$ cat src/rtl/tick_scheduler.sv
// tick_scheduler: prescaled multi-channel timer that shares one valid/ready event port.
// Optional build macro SCHED_FIXED_PRIO_EN selects lowest-index-wins arbitration instead of round-robin.
module tick_scheduler #(
  parameter int NUM_CH        = 4,
  parameter int CH_W          = 2,
  parameter int PERIOD_W      = 16,
  parameter int PRESC_W       = 26,
  parameter int PRESC_DEFAULT = 10000000
) (
  input  logic                clk10,
  input  logic                reset,
  input  logic                prescale_ld,
  input  logic [PRESC_W-1:0]  prescale_in,
  input  logic                cfg_we,
  input  logic [CH_W-1:0]     cfg_ch,
  input  logic [PERIOD_W-1:0] cfg_period,
  input  logic                cfg_en,
  input  logic                overrun_clr,
  output logic                ev_valid,
  output logic [CH_W-1:0]     ev_ch,
  input  logic                ev_ready,
  output logic                base_tick,
  output logic [NUM_CH-1:0]   overrun
);

  typedef enum logic {IDLE, OFFER} state_t;

  state_t              state;
  logic [PRESC_W-1:0]  presc_cnt;
  logic [PRESC_W-1:0]  div_reg;
  logic [PRESC_W-1:0]  div_last;

  logic [PERIOD_W-1:0] ch_cnt    [NUM_CH];
  logic [PERIOD_W-1:0] ch_period [NUM_CH];
  logic [NUM_CH-1:0]   ch_en;
  logic [NUM_CH-1:0]   pending;
  logic [NUM_CH-1:0]   expire;
  logic [NUM_CH-1:0]   granted;
  logic                grant_go;
  logic [CH_W-1:0]     winner;
  logic                found;
`ifndef SCHED_FIXED_PRIO_EN
  logic [CH_W-1:0]     last_grant;
`endif

  // A divide value of zero behaves like one, so the terminal count is zero in both cases.
  assign div_last = (div_reg == '0) ? '0 : div_reg - PRESC_W'(1);

  always_ff @(posedge clk10) begin
    if (!reset) begin
      presc_cnt <= '0;
      div_reg   <= PRESC_W'(PRESC_DEFAULT);
      base_tick <= 1'b0;
    end else if (prescale_ld) begin
      presc_cnt <= '0;
      div_reg   <= prescale_in;
      base_tick <= 1'b0;
    end else if (presc_cnt == div_last) begin
      presc_cnt <= '0;
      base_tick <= 1'b1;
    end else begin
      presc_cnt <= presc_cnt + PRESC_W'(1);
      base_tick <= 1'b0;
    end
  end

  assign grant_go = (state == IDLE) && (|pending);

  always_comb begin
    for (int c = 0; c < NUM_CH; c++) begin
      expire[c]  = base_tick && ch_en[c] && (ch_period[c] != '0) &&
                   (ch_cnt[c] == ch_period[c] - PERIOD_W'(1));
      granted[c] = grant_go && (winner == CH_W'(c));
    end
  end

`ifdef SCHED_FIXED_PRIO_EN
  always_comb begin
    winner = '0;
    found  = 1'b0;
    for (int i = 0; i < NUM_CH; i++) begin
      if (!found && pending[i]) begin
        winner = CH_W'(i);
        found  = 1'b1;
      end
    end
  end
`else
  // Search starts just above the previous winner and wraps, so every pending channel is reached.
  always_comb begin
    winner = '0;
    found  = 1'b0;
    for (int i = 1; i <= NUM_CH; i++) begin
      if (!found && pending[(int'(last_grant) + i) % NUM_CH]) begin
        winner = CH_W'((int'(last_grant) + i) % NUM_CH);
        found  = 1'b1;
      end
    end
  end
`endif

  // A config write owns the channel that cycle; an expiry racing a grant keeps the event pending.
  always_ff @(posedge clk10) begin
    if (!reset) begin
      for (int c = 0; c < NUM_CH; c++) begin
        ch_cnt[c]    <= '0;
        ch_period[c] <= '0;
      end
      ch_en   <= '0;
      pending <= '0;
      overrun <= '0;
    end else begin
      for (int c = 0; c < NUM_CH; c++) begin
        if (cfg_we && (cfg_ch == CH_W'(c))) begin
          ch_period[c] <= cfg_period;
          ch_en[c]     <= cfg_en;
          ch_cnt[c]    <= '0;
          pending[c]   <= 1'b0;
          overrun[c]   <= 1'b0;
        end else begin
          if (expire[c])
            ch_cnt[c] <= '0;
          else if (base_tick && ch_en[c] && (ch_period[c] != '0))
            ch_cnt[c] <= ch_cnt[c] + PERIOD_W'(1);

          if (expire[c])
            pending[c] <= 1'b1;
          else if (granted[c])
            pending[c] <= 1'b0;

          if (expire[c] && pending[c] && !granted[c])
            overrun[c] <= 1'b1;
          else if (overrun_clr)
            overrun[c] <= 1'b0;
        end
      end
    end
  end

  always_ff @(posedge clk10) begin
    if (!reset) begin
      state    <= IDLE;
      ev_valid <= 1'b0;
      ev_ch    <= '0;
`ifndef SCHED_FIXED_PRIO_EN
      last_grant <= CH_W'(NUM_CH - 1);
`endif
    end else begin
      case (state)
        IDLE: begin
          if (grant_go) begin
            ev_valid <= 1'b1;
            ev_ch    <= winner;
`ifndef SCHED_FIXED_PRIO_EN
            last_grant <= winner;
`endif
            state    <= OFFER;
          end
        end
        OFFER: begin
          if (ev_ready) begin
            ev_valid <= 1'b0;
            state    <= IDLE;
          end
        end
        default: state <= IDLE;
      endcase
    end
  end

endmodule

$ cat config.mk
export PLATFORM = sky130hd
export DESIGN_NAME = tick_scheduler
export DESIGN_NICKNAME = d
export VERILOG_FILES = /design/src/rtl/tick_scheduler.sv
export SDC_FILE = /design/constraint.sdc
export NUM_CORES = 1
export LEC_CHECK = 0
export CORE_MARGIN = 2
export CORE_UTILIZATION = 66
export DETAILED_ROUTE_END_ITERATION = 10
export PLACE_DENSITY = 0.93
export SLEW_MARGIN = 10
export SYNTH_ARGS = -nofsm -noshare
export SYNTH_HDL_FRONTEND = slang
export SYNTH_SLANG_ARGS = --single-unit
$ cat constraint.sdc
create_clock -name clk10 -period 8.8 [get_ports clk10]
set_clock_uncertainty 0.1 [all_clocks]
set_input_delay 2.2 -clock clk10 [delete_from_list [all_inputs] [get_ports clk10]]
set_output_delay 2.2 -clock clk10 [all_outputs]
set_load 0.005 [all_outputs]
==> reports/metrics.yaml <==
logic_synthesis:
  synthCells: 1272
  synth_area_per_cell_um2: 9.515
  synth_compound_area_share_pct: 8.798
  synth_edf_count: 128
  synthAdderAreaFrac_pct: 1.034
  syn_nets: 1333
  synth_mux_area_share_pct: 3.184
  synth_xor_area_share_pct: 13.28
  yosysUniqueCellTypes: 82
  synth_ff_type: "edfxtp_1"
  async_flop_share_pct: 0
  synth_area_mm2: 0.01210
  synth_top_family_by_area: "simple AND/OR/NAND/NOR gates"
  synth-simple-area-share_pct: 27.23
  ys_seq_area_share_pct: 43.50
  synth_area_leaders: "edfxtp_1 32%, dfxtp_1 12%, xnor2_1 7.0%"
  yosys.area.top_type: "edfxtp_1"
  synth_top_area_share_pct: 31.76
  synth_seq_cells: 199
  synth-warning-count: 0
detailed_routing:
  via_per_inst: 6.471
  postRouteAntennaNets: 0
  drt_iter0_drc: 788
  routed_wirelength_um: 29100
  vias: 9952
  detail_route.wl_per_cell_um: 18.92
  drt_first_pass_iters: 5
  drc: 0
grt:
  grtUsageTotal_pct: 30.00
  gr-total-overflow: 0
  grt_max_degree: 48
  grt_pass1_wl_um: 47330
  antenna_found_initial: 0
  grt_pass1_vias: 9710
placement:
  dpl.hpwl_um: 20460
  portBuffers: 58
  place_area_mm2: 0.01274
  gp_congestion: 0.9028
floorplan:
  core_area_mm2: 0.01796
  die_w_um: 139.4
  start_util_pct: 67.37
  die_h_um: 139.4
  num_rows: 49
  io-pin-count: 59
  die-area_mm2: 0.01944
clock_tree:
  cts_root_buf: "clkbuf_16"
  cts_made_buffers: 17
  cts_hold_buf: 0
  cts_resized: 0
  clk_pin_slew_ns: 0.07
  htreeDepth: 4
  cts_tree: "done"
  clk_latency_ns: 0.44
  cts.sinks: 199
  cts_setup_buffers: 0
  max-clock-path-buffers: 2
pwr:
  p_comb_share_pct: 11.0
  power_switching_share_pct: 25.60
  intPower_uw: 1607
  leakagePower_uw: 0.004532
  power.switching_uw: 553.1
  power.density_mw_per_mm2: 161.6
  clock_power_share_pct: 37.8
  vdd_drop_max_mv: 0.1477
  seqPwrFrac_pct: 51.2
worst_hold_path:
  worstHoldStart: "overrun[1]$_SDFFE_PP0P_"
  hp-class: "reg -> reg"
  whs_endpoint: "overrun[1]$_SDFFE_PP0P_"
  holdPathStages: 2
setup_path:
  critical_path.max_stage_delay_ns: 1.02
  r2r_slack_ns: 4.91
  endpoint_kind: "flop"
  crit_type: "in -> reg"
  cp_slowest_cell: "clkdlybuf4s50_1"
  path_cells: "clkdlybuf4s50_1 > clkinv_1 > buf_4 > a21oi_1 > nand2b_1"
  cp_max_fo: 42
  crit_required_ns: 8.74
  worst_setup_path_start_kind: "input pin"
  crit_arrival_ns: 4.78
  timing.rr.end: "ch_cnt[0][13]$_SDFFCE_PN0P_"
  reg2reg_depth: 8
  timing.rr.start: "ch_period[0][7]$_SDFFCE_PN0P_"
sta:
  grt_setup_unrepaired: "false"
  finalSetupTns_ns: 0
  slew_headroom_pct: 40.80
  whs_ns: 0.3891
  worst_pin_slew_ns: 0.8848
  timing.final.max_slew_violations: 0
  fin_crit_ns: 4.843
  max_freq_mhz: 206.5
  fin_crit_sh_pct: 55.04
  setup_viol: 0
  hold_viol: 0
finish:
  utilization_pct: 74.42
  fin_area_mm2: 0.01337
  largest_registers: "ch_cnt (64), ch_period (64)"
  drive_gt1_share_pct: 4.893
  regArea_mm2: 0.005265
  syn_to_final_growth_pct: 10.45
  final_nets: 1356
  fill_cells: 1165
  multi_input_area_mm2: 0.006489
outcome:
  status: "finished, final reports clean"
flow_run:
  drv_cap: 0
## how the worst max path moves through the flow
stage | cells past startpoint | start | end
2_1_floorplan | 6 | cfg_we | ch_cnt[1][10]$_SDFFCE_PN0P_
3_3_place_gp | 5 | reset | ch_cnt[0][0]$_SDFFCE_PN0P_
3_5_place_dp | 7 | reset | ch_cnt[0][7]$_SDFFCE_PN0P_
4_1_cts | 5 | reset | ch_cnt[0][12]$_SDFFCE_PN0P_
5_1_grt | 7 | reset | ch_cnt[0][13]$_SDFFCE_PN0P_
6_report | 5 | reset | ch_cnt[0][5]$_SDFFCE_PN0P_
## critical path, delay by kind of cell
family,cells,cell delay (ns)
compound gates,1,0.49
buf+inv,3,1.55
simple gates,1,0.52
## placed cells by master, fill, tap and decap left out, types with 23 or more instances in the layout
cell type	synthesis	final
nor2_1	147	147
edfxtp_1	128	128
xnor2_1	97	97
xor2_1	84	84
nand2_1	74	74
and2_1	71	71
dfxtp_1	71	71
clkdlybuf4s50_1	0	57
nand3_1	56	56
nor3_1	45	43
nor4_1	40	40
mux2i_1	34	34
o21ai_0	31	31
inv_1	28	28
a21oi_1	28	28
and3_1	24	24
or3_1	23	23
## power by group through the flow
stage                     Sequential [µW]  Clock, µW  Combinational (µW)
after floorplan                      1100          0                 177
after global placement               1120          0                 222
after detailed placement             1130          0                 232
after CTS                            1100        814                 235
after global routing                 1110        854                 260
final                                1110        816                 238
## synth_stat cells (all sizes together), types with 5 or more instances
library cell	instances
nor2	147
edfxtp	128
xnor2	97
xor2	84
nand2	74
and2	71
dfxtp	71
nand3	56
nor3	48
clkbuf	47
nor4	45
mux2i	34
o21ai	32
a21oi	28
inv	28
and3	24
or3	23
nand4	22
nor2b	20
or4	20
nand2b	17
o31ai	15
buf	11
a31oi	10
ha	10
o211ai	7
nand3b	6
nor3b	6
o21a	6
a22oi	5
nor4b	5
o311ai	5
## stage by stage
step	worst slack, ns	instances	total power (µW)
after floorplan	4.534	1272	1275
after global routing	3.702	1537	2226
after global placement	3.706	1505	1344
final	3.957	1538	2161
after detailed placement	3.631	1505	1357
after CTS	4.003	1537	2153
## per-layer routing
layer,global-route usage [%],wire length (µm)
met5,0,0
met4,16.64,1375
met3,5.196,2006
met2,51.37,14540
met1,35.97,11180
## cells by family (layout without fill, tap and decap cells)
group | count (synthesis) | after routing
flops | 199 | 199
compound gates | 152 | 152
mux | 38 | 38
xor+xnor | 182 | 182
fa+ha+maj | 10 | 10
other cells | 0 | 1
simple gates | 604 | 604
buf+inv | 87 | 123
## layout make-up
cell class                      instances  area share (%)
Multi-Input combinational cell        986           48.54
Antenna cell                            1         0.01872
Clock inverter                         14           1.282
Sequential cell                       199           39.39
Tap cell                              229           2.143
Inverter                               29          0.8143
Clock buffer                           18           3.285
Timing Repair Buffer                   62           4.530
Note: power is estimated with default switching activity, not from simulation.
